[src/rtl/dm_port_arb_pkg.sv]
// Shared types for the data-memory port arbiter: FSM states and grant-source encoding.
package dm_arb_pkg;

  typedef enum logic [1:0] {
    IDLE    = 2'd0,
    PS_ACC  = 2'd1,
    DMA_ACC = 2'd2
  } arb_state_e;

  typedef enum logic [1:0] {
    SRC_NONE = 2'd0,
    SRC_PS   = 2'd1,
    SRC_DMA  = 2'd2
  } grant_src_e;

  function automatic arb_state_e src_to_state(grant_src_e src);
    arb_state_e st;
    case (src)
      SRC_PS:  st = PS_ACC;
      SRC_DMA: st = DMA_ACC;
      default: st = IDLE;
    endcase
    return st;
  endfunction

endpackage

[src/rtl/dm_port_arb_if.sv]
// Bus bundle around the DM port arbiter: PS side, DMA side and DM macro side.
interface dm_port_arb_if #(
  parameter int AW = 16,
  parameter int DW = 16
);
  logic          ps_dm_cslt;
  logic          ps_dm_wrb;
  logic [AW-1:0] dg_dm_add;
  logic [DW-1:0] bc_dm_dt;
  logic          stallb;
  logic [DW-1:0] dm_bc_dt;
  logic          dm_bc_vld;

  logic          dma_req;
  logic          dma_wrb;
  logic [AW-1:0] dma_add;
  logic [DW-1:0] dma_wdt;
  logic          dma_gnt;
  logic          dma_rvld;
  logic [DW-1:0] dma_rdt;

  logic          dm_cslt;
  logic          dm_wrb;
  logic [AW-1:0] dm_add;
  logic [DW-1:0] dm_wdt;
  logic [DW-1:0] dm_rdt;

  // requesters and the DM macro model
  modport master (
    output ps_dm_cslt, ps_dm_wrb, dg_dm_add, bc_dm_dt,
    output dma_req, dma_wrb, dma_add, dma_wdt,
    output dm_rdt,
    input  stallb, dm_bc_dt, dm_bc_vld,
    input  dma_gnt, dma_rvld, dma_rdt,
    input  dm_cslt, dm_wrb, dm_add, dm_wdt
  );

  // the arbiter itself
  modport slave (
    input  ps_dm_cslt, ps_dm_wrb, dg_dm_add, bc_dm_dt,
    input  dma_req, dma_wrb, dma_add, dma_wdt,
    input  dm_rdt,
    output stallb, dm_bc_dt, dm_bc_vld,
    output dma_gnt, dma_rvld, dma_rdt,
    output dm_cslt, dm_wrb, dm_add, dm_wdt
  );

endinterface

[src/rtl/dm_port_arb_starve_ctr.sv]
// Saturating count of consecutive denied DMA-request cycles; full forces a DMA slot.
module dm_arb_starve_ctr #(
  parameter int MAX = 4
) (
  input  logic clk,
  input  logic rst,
  input  logic clr,
  input  logic inc,
  output logic full
);
  localparam int W = $clog2(MAX + 1);

  logic [W-1:0] cnt;

  always_ff @(posedge clk or negedge rst) begin
    if (!rst) begin
      cnt <= '0;
    end else if (clr) begin
      cnt <= '0;
    end else if (inc && (cnt != W'(MAX))) begin
      cnt <= cnt + 1'b1;
    end
  end

  assign full = (cnt == W'(MAX));

endmodule

[src/rtl/dm_port_arb.sv]
// Data-memory port arbiter: PS has priority, DMA gets a forced slot after STARVE_MAX denials.
//   state   | meaning
//   IDLE    | port unused, any request is granted at the next edge
//   PS_ACC  | PS access in flight, acc_cnt counts its cycles
//   DMA_ACC | DMA access in flight, acc_cnt counts its cycles
module dm_port_arb
  import dm_arb_pkg::*;
#(
  parameter int ACC_CYC    = 1,
  parameter int STARVE_MAX = 4,
  parameter int AW         = 16,
  parameter int DW         = 16
) (
  input logic          clk,
  input logic          rst,
  dm_port_arb_if.slave bus
);
  localparam int CW = (ACC_CYC > 1) ? $clog2(ACC_CYC) : 1;
  localparam logic [CW-1:0] LAST = CW'(ACC_CYC - 1);

  arb_state_e    state, next_state;
  grant_src_e    src;
  logic [CW-1:0] acc_cnt;
  logic          slot_free;
  logic          force_dma;
  logic          starve_full;
  logic          dma_gnt;
  logic          stallb;

  logic          dm_cslt, dm_wrb;
  logic [AW-1:0] dm_add;
  logic [DW-1:0] dm_wdt;
  logic [DW-1:0] dm_bc_dt, dma_rdt;
  logic          dm_bc_vld, dma_rvld;

  dm_arb_starve_ctr #(.MAX(STARVE_MAX)) u_starve (
    .clk  (clk),
    .rst  (rst),
    .clr  (dma_gnt | ~bus.dma_req),
    .inc  (bus.dma_req),
    .full (starve_full)
  );

  always_comb begin
    slot_free  = (state == IDLE) || (acc_cnt == LAST);
    force_dma  = bus.dma_req & starve_full;
    src        = SRC_NONE;
    if (force_dma)           src = SRC_DMA;
    else if (bus.ps_dm_cslt) src = SRC_PS;
    else if (bus.dma_req)    src = SRC_DMA;
    next_state = state;
    if (slot_free) next_state = src_to_state(src);
    stallb  = ~(bus.ps_dm_cslt & ~(slot_free & ~force_dma));
    dma_gnt = slot_free & bus.dma_req & (force_dma | ~bus.ps_dm_cslt);
  end

  always_ff @(posedge clk or negedge rst) begin
    if (!rst) state <= IDLE;
    else      state <= next_state;
  end

  // dm_wrb still describes the access that is ending when slot_free is seen
  always_ff @(posedge clk or negedge rst) begin
    if (!rst) begin
      acc_cnt   <= '0;
      dm_cslt   <= 1'b0;
      dm_wrb    <= 1'b1;
      dm_add    <= '0;
      dm_wdt    <= '0;
      dm_bc_dt  <= '0;
      dm_bc_vld <= 1'b0;
      dma_rdt   <= '0;
      dma_rvld  <= 1'b0;
    end else begin
      dm_bc_vld <= 1'b0;
      dma_rvld  <= 1'b0;
      if (slot_free) begin
        acc_cnt <= '0;
        if ((state == PS_ACC) && dm_wrb) begin
          dm_bc_dt  <= bus.dm_rdt;
          dm_bc_vld <= 1'b1;
        end else if ((state == DMA_ACC) && dm_wrb) begin
          dma_rdt  <= bus.dm_rdt;
          dma_rvld <= 1'b1;
        end
        case (src)
          SRC_PS: begin
            dm_cslt <= 1'b1;
            dm_wrb  <= bus.ps_dm_wrb;
            dm_add  <= bus.dg_dm_add;
            dm_wdt  <= bus.bc_dm_dt;
          end
          SRC_DMA: begin
            dm_cslt <= 1'b1;
            dm_wrb  <= bus.dma_wrb;
            dm_add  <= bus.dma_add;
            dm_wdt  <= bus.dma_wdt;
          end
          default: begin
            dm_cslt <= 1'b0;
            dm_wrb  <= 1'b1;
          end
        endcase
      end else begin
        acc_cnt <= acc_cnt + 1'b1;
      end
    end
  end

  assign bus.stallb    = stallb;
  assign bus.dma_gnt   = dma_gnt;
  assign bus.dm_cslt   = dm_cslt;
  assign bus.dm_wrb    = dm_wrb;
  assign bus.dm_add    = dm_add;
  assign bus.dm_wdt    = dm_wdt;
  assign bus.dm_bc_dt  = dm_bc_dt;
  assign bus.dm_bc_vld = dm_bc_vld;
  assign bus.dma_rdt   = dma_rdt;
  assign bus.dma_rvld  = dma_rvld;

endmodule

[src/flat_wrapper.sv]
// flat-port wrapper written by rule: the top's interface ports become plain ports
module dm_port_arb_flat import dm_arb_pkg::*;
#(
  parameter int ACC_CYC    = 1,
  parameter int STARVE_MAX = 4,
  parameter int AW         = 16,
  parameter int DW         = 16
)
  (clk, rst, bus_ps_dm_cslt, bus_ps_dm_wrb, bus_dg_dm_add, bus_bc_dm_dt, bus_dma_req, bus_dma_wrb, bus_dma_add, bus_dma_wdt, bus_dm_rdt, bus_stallb, bus_dm_bc_dt, bus_dm_bc_vld, bus_dma_gnt, bus_dma_rvld, bus_dma_rdt, bus_dm_cslt, bus_dm_wrb, bus_dm_add, bus_dm_wdt);
  dm_port_arb_if #(.AW(AW), .DW(DW)) bus_i ();
  input logic clk;
  input logic rst;
  input wire logic [$bits(bus_i.ps_dm_cslt)-1:0] bus_ps_dm_cslt;
  input wire logic [$bits(bus_i.ps_dm_wrb)-1:0] bus_ps_dm_wrb;
  input wire logic [$bits(bus_i.dg_dm_add)-1:0] bus_dg_dm_add;
  input wire logic [$bits(bus_i.bc_dm_dt)-1:0] bus_bc_dm_dt;
  input wire logic [$bits(bus_i.dma_req)-1:0] bus_dma_req;
  input wire logic [$bits(bus_i.dma_wrb)-1:0] bus_dma_wrb;
  input wire logic [$bits(bus_i.dma_add)-1:0] bus_dma_add;
  input wire logic [$bits(bus_i.dma_wdt)-1:0] bus_dma_wdt;
  input wire logic [$bits(bus_i.dm_rdt)-1:0] bus_dm_rdt;
  output wire logic [$bits(bus_i.stallb)-1:0] bus_stallb;
  output wire logic [$bits(bus_i.dm_bc_dt)-1:0] bus_dm_bc_dt;
  output wire logic [$bits(bus_i.dm_bc_vld)-1:0] bus_dm_bc_vld;
  output wire logic [$bits(bus_i.dma_gnt)-1:0] bus_dma_gnt;
  output wire logic [$bits(bus_i.dma_rvld)-1:0] bus_dma_rvld;
  output wire logic [$bits(bus_i.dma_rdt)-1:0] bus_dma_rdt;
  output wire logic [$bits(bus_i.dm_cslt)-1:0] bus_dm_cslt;
  output wire logic [$bits(bus_i.dm_wrb)-1:0] bus_dm_wrb;
  output wire logic [$bits(bus_i.dm_add)-1:0] bus_dm_add;
  output wire logic [$bits(bus_i.dm_wdt)-1:0] bus_dm_wdt;
  assign bus_i.ps_dm_cslt = bus_ps_dm_cslt;
  assign bus_i.ps_dm_wrb = bus_ps_dm_wrb;
  assign bus_i.dg_dm_add = bus_dg_dm_add;
  assign bus_i.bc_dm_dt = bus_bc_dm_dt;
  assign bus_i.dma_req = bus_dma_req;
  assign bus_i.dma_wrb = bus_dma_wrb;
  assign bus_i.dma_add = bus_dma_add;
  assign bus_i.dma_wdt = bus_dma_wdt;
  assign bus_i.dm_rdt = bus_dm_rdt;
  assign bus_stallb = bus_i.stallb;
  assign bus_dm_bc_dt = bus_i.dm_bc_dt;
  assign bus_dm_bc_vld = bus_i.dm_bc_vld;
  assign bus_dma_gnt = bus_i.dma_gnt;
  assign bus_dma_rvld = bus_i.dma_rvld;
  assign bus_dma_rdt = bus_i.dma_rdt;
  assign bus_dm_cslt = bus_i.dm_cslt;
  assign bus_dm_wrb = bus_i.dm_wrb;
  assign bus_dm_add = bus_i.dm_add;
  assign bus_dm_wdt = bus_i.dm_wdt;
  dm_port_arb #(.ACC_CYC(ACC_CYC), .STARVE_MAX(STARVE_MAX), .AW(AW), .DW(DW)) u_core (.clk(clk), .rst(rst), .bus(bus_i));
endmodule
[config.mk]
export PLATFORM = sky130hd
export DESIGN_NAME = dm_port_arb_flat
export DESIGN_NICKNAME = d
export VERILOG_FILES = /design/src/rtl/dm_port_arb_pkg.sv /design/src/rtl/dm_port_arb_if.sv /design/src/rtl/dm_port_arb_starve_ctr.sv /design/src/rtl/dm_port_arb.sv /design/src/flat_wrapper.sv
export SDC_FILE = /design/constraint.sdc
export NUM_CORES = 1
export LEC_CHECK = 0
export BUFFER_PORTS_ARGS = -buffer_cell sky130_fd_sc_hd__buf_2
export CORE_MARGIN = 2
export CORE_UTILIZATION = 47
export DETAILED_ROUTE_END_ITERATION = 8
export PLACE_DENSITY = 0.79
export REMOVE_ABC_BUFFERS = 1
export SLEW_MARGIN = 20
export SYNTH_ARGS = -nofsm -noshare
export SYNTH_HDL_FRONTEND = slang
export SYNTH_SLANG_ARGS = --single-unit
[constraint.sdc]
create_clock -name clk -period 1.7 [get_ports clk]
set_input_delay 0.34 -clock clk [delete_from_list [all_inputs] [get_ports clk]]
set_output_delay 0.34 -clock clk [all_outputs]
set_load 0.1 [all_outputs]
# ---- Word level (Yosys, flattened, before mapping)
# Cells that the tools add are included.
dict set report totals {
  latch_bits 0
  n_memories 0
  ramBits 0
  romBits 0
  out_inout_bits 70
  input_bits 86
  ff_bits 74
}
dict set report classes {
  n_mul 0
  reduce_logical 11
  addsub 2
  bitwise_logic 14
  n_div 0
  muxes 16
  order_cmp 0
  eq_ne 6
  n_shift 0
}
# cell n
set op_table {}
lappend op_table {{16-bit case mux with 2 select lines} 2}
lappend op_table {{1-bit 2-to-1 mux} 7}
lappend op_table {{1-bit NOT} 7}
lappend op_table {{2-bit 2-to-1 mux} 3}
lappend op_table {{3-bit 2-to-1 mux} 2}
lappend op_table {{1-bit bitwise AND} 5}
lappend op_table {{2-bit by 1-bit == test with 1-bit output, second input constant} 2}
lappend op_table {{2-bit == test, second input constant} 2}
lappend op_table {{2-bit case mux with 2 select lines} 1}
lappend op_table {{2-bit AND reduction} 2}
lappend op_table {{2-bit nonzero test} 2}
lappend op_table {{3-bit by 1-bit adder with 3-bit output, second input constant} 1}
lappend op_table {{3-bit == test, second input constant} 1}
lappend op_table {{1-bit logical AND} 3}
lappend op_table {{3-bit inequality test, second input constant} 1}
lappend op_table {{3-bit AND reduction} 1}
lappend op_table {{2-bit zero test} 1}
lappend op_table {{1-bit bitwise OR} 2}
lappend op_table {{1-bit case mux with 2 select lines} 1}
lappend op_table {{2-bit OR reduction} 1}
lappend op_table {{1-bit adder, second input constant} 1}
lappend op_table {{1-bit logical OR} 1}

# ---- Logic depth before layout (Yosys ltp)
dict set report depth {
  depth_word 7
  mapped_depth 7
  depth_no_buf 5
}

# ---- Modules after synthesis
# From an unflattened synthesis, not the netlist that was laid out.
dict set report unflattened {
  hier_cells 232
  area_unflattened_um2 3244.4
}
# module seq_area_each_um2 cells_each instances area_each_um2
set modules_own_cells {}
lappend modules_own_cells {dm_port_arb 1778.0 214 1 3046.7}
lappend modules_own_cells {dm_arb_starve_ctr 75.1 18 1 197.7}

# ---- Worst setup path after synthesis
# OpenSTA, ideal clock, no wires.
dict set report synth_path {
  path_kind {flip-flop to output port}
  start {register u_core.u_starve.cnt[0]}
  end {output port bus_dma_gnt}
  path_buffers 2
  stages_incl_launch_ff 8
  setup_slack_ps -1006
  arrival_ps 2366
  required_time_ps 1360
  cell_sequence {dfrtp_1 > inv_1 > ha_1 > a21bo_1 > buf_6 > buf_6 > nand2_1 > nor2_1}
}
dict set report synth_via {
  elab_chain_len 4
}
# element line
set synth_lines {}
lappend synth_lines {{start: declaration} dm_port_arb_starve_ctr.sv:13} ;# logic [W-1:0] cnt;
lappend synth_lines {{start signal: assignment} dm_port_arb_starve_ctr.sv:21} ;# cnt <= cnt + 1'b1;
lappend synth_lines {{3-bit == test} dm_port_arb_starve_ctr.sv:25} ;# assign full = (cnt == W'(MAX));
lappend synth_lines {{1-bit bitwise AND} dm_port_arb.sv:46} ;# force_dma = bus.dma_req & starve_full;
lappend synth_lines {{1-bit bitwise OR} dm_port_arb.sv:54} ;# dma_gnt = slot_free & bus.dma_req & (force_dma | ~bus.ps_dm_cslt);
lappend synth_lines {{1-bit bitwise AND} dm_port_arb.sv:54}
lappend synth_lines {{end: declaration} flat_wrapper.sv:25} ;# output wire logic [$bits(bus_i.dma_gnt)-1:0] bus_dma_gnt;
# No other way between the ends.

# ---- Worst setup path after layout
# Same ends and word-level chain as after synthesis.

==> impl_metrics.tcl <==
set metrics [dict create \
    vias 2991 \
    critical_path_class "register to output port" \
    synthAdderAreaFrac_pct 0.7372 \
    avgSynthCellArea_um2 12.62 \
    wl_um 9620 \
    htree_levels 3 \
    violations "negative setup slack" \
    period_share_pct 107.6 \
    gp_congestion 0.7379 \
    fin_area_um2 4737 \
    final_hold_viol_count 0 \
    syn_to_final_growth_pct 39.55 \
    die-area_um2 7918 \
    drc 0 \
    critPathArrivalTime_ps 1490 \
    syn_inst 269 \
    crit_path_max_fanout 2 \
    syn_area_um2 3395 \
    synth-compound-area-share_pct 25.10 \
    grt_pass1_vias 3081 \
    post_drt_via_cell_ratio 5.580 \
    cts_buffers 9 \
    crit_family "flip-flops" \
    cp.required_ps 1360 \
    worst_path_largest_cell_delay_ps 390 \
    grt_pass1_wl_um 14930 \
    place_area_um2 4360 \
    max_freq_ghz 0.5465 \
    slowest_stage "dfrtp_1" \
    place.port_buffers 155 \
    cts.sinks 74 \
    wl_met3_um 909 \
    path_clk_slew_ps 80 \
    cp-start-kind "register" \
    synth_top_family_by_area "compound AO/OA/AOI/OAI gates" \
    die_y_um 88.99 \
    drv_slew 0 \
    num_rows 30 \
    wl_per_cell_um 17.95 \
    first_pass_iters 4 \
    p_leak_uw 0.002180 \
    synth-xor-area-share_pct 0 \
    setup_slack_ps -129.7 \
    initial_core_util_pct 49.15 \
    p_total_uw 8919 \
    holdWs_ps 234.8 \
    ys_warn_count 0 \
    synthArstFlopShare_pct 100.0 \
    synthMuxAreaShare_pct 10.62 \
    wl_met2_um 4608 \
    root_buffer "clkbuf_8" \
    dr.first_iter.drc_count 114 \
    num_antenna_cells 0 \
    dieWidth_um 88.99 \
    synth-main-ff-cell "dfrtp_1" \
    cap_violations 0 \
    setup-violations-final 2 \
    synth_edf_count 0 \
    overflow 0 \
    io_pins 156 \
    core_area_um2 6907 \
    fillCellCount 540 \
    path_buf_inv 2 \
    synth_cell_type_count 31 \
    clockBufferDepth 2 \
    final_nets 523 \
    drive_gt1_share_pct 58.41 \
    critPathCaptureType "output port" \
    grt_max_degree 44 \
    wl_met1_um 3966 \
    crit_chain "inv_2, ha_4, a21bo_1, nand2_2, nor2_4, buf_12" \
    routed.top_layer "met4" \
    grt_use_total_pct 24.45 \
    ant_nets 0 \
    clk_latency_ps 340 \
    p_per_area_nw_per_um2 1883 \
    skew_ps 9.132 \
    ir_drop_v 0.002045 \
    fin_crit_ps 1830 \
    hold_class "input pin to register" \
    synth-simple-area-share_pct 2.912 \
    status "complete, but fails checks" \
    fin_util_pct 68.59 \
    ys_seq_area_share_pct 54.59 \
    antenna_found_initial 0 \
    cts_tree "built" \
    dpl.hpwl_um 6881 \
    grt_setup_unrepaired "yes" \
    synth-seq-cells 74 \
]
sequential cells by signal, summed over array words and instances, names as in the netlist:
name,flops
u_core.bus.dm_wrb,1
u_core.acc_cnt,1
u_core.u_starve.cnt,3
u_core.bus.dm_wdt,16
u_core.bus.dma_rvld,1
u_core.bus.dm_add,16
u_core.state,2
u_core.bus.dm_bc_dt,16
u_core.bus.dm_cslt,1
u_core.bus.dm_bc_vld,1
u_core.bus.dma_rdt,16
placed cells by master (no fill, tap or decap), drive strengths merged:
master and instances:
clkinv 3, a2bb2oi 32, a21bo 1, dfstp 1
nand3 3, dfrtp 73, conb 1, clkbuf 10
a21o 1, clkinvlp 1, a21oi 2, inv 3
nor2 5, mux2 32, dlygate4sd3 1, or3 2
a211oi 1, a311oi 32, o211ai 2, a31oi 1
a32o 1, ha 2, o21a 1, buf 183
and4bb 2, o21ai 35, a21boi 1, nand2 6
bufinv 2
cell type report:
type	count	area (um^2)	area share (%)
timing repair buffer	184	1101	23.24
multi-input combinational	163	1424	30.06
clock inverter	6	90.09	1.902
sequential	74	1853	39.12
tap	96	120.1	2.536
inverter	3	11.26	0.2377
clock buffer	10	137.6	2.905
repair_timing:
action                                  4_1_cts  5_1_grt
endpoints found under the hold margin        30        0
endpoints found under the setup margin        3       18
gates resized for setup                       8       13
hold buffers                                  1        0
setup buffers                                 4        2
pin swaps                                     4        4
through the flow:
stage          worst slack, ps  cells  setup TNS, ps
2_1_floorplan            -1370    240         -17970
3_3_place_gp             135.6    513              0
3_5_place_dp             91.40    513              0
4_1_cts                 -150.0    534         -270.3
5_1_grt                 -186.3    536         -376.7
6_report                -129.7    536         -214.2
final timing paths:
check | startpoint | endpoint | slack [ps] | cells after the start
setup reg to reg | u_core.u_starve.cnt[1] | u_core.bus.dm_wdt[10] | 50 | 7
max in group asynchronous | rst | u_core.bus.dma_rdt[1] | 660 | 3
setup / recovery | u_core.u_starve.cnt[0] | bus_dma_gnt | -130 | 6
hold / removal | bus_dm_rdt[12] | u_core.bus.dm_bc_dt[12] | 230 | 2
hold reg to reg | u_core.bus.dm_cslt | u_core.bus.dm_cslt | 510 | 1
min in group asynchronous | rst | u_core.bus.dm_wdt[10] | 470 | 2
routing by layer:
metal  global-route usage, %  vias up
met1                   29.63     1456
met2                   41.45      147
li1                        -     1375
met3                   8.033       13
met5                       0        -
met4                   8.005        0
cell usage after synthesis, types with 2 or more instances:
cell type  instances  share of area, %
nor2_2             2              0.37
inv_1              3              0.33
and4bb_2           2              0.74
a2bb2oi_1         32               8.3
or3_1              2              0.37
o21ai_0           31               4.6
buf_6              7               2.3
a311oi_2           5               2.2
dfrtp_1           73                54
clkbuf_1           9               1.0
o21ai_1            4              0.59
nor2_1             3              0.33
a21oi_1            2              0.29
mux2_2            32                11
ha_1               2              0.74
nand3_1            3              0.44
o211ai_1           2              0.44
buf_2             11               1.6
a311oi_1          27               7.0
nand2_1            6              0.66
where the power goes:
group          switching, uW  internal, uW  total (uW)
sequential               257          2220        2480
clock                    664           869        1530
combinational           4000           906        4910
kinds of logic after synthesis:
family | count (synthesis)
adder cells (fa/ha/maj) | 2
buffers and inverters | 32
AND/OR/NAND/NOR | 18
other | 1
multiplexers | 32
flip-flops | 74
AO/OA/AOI/OAI | 110
Power figures use the tool's default switching activity.
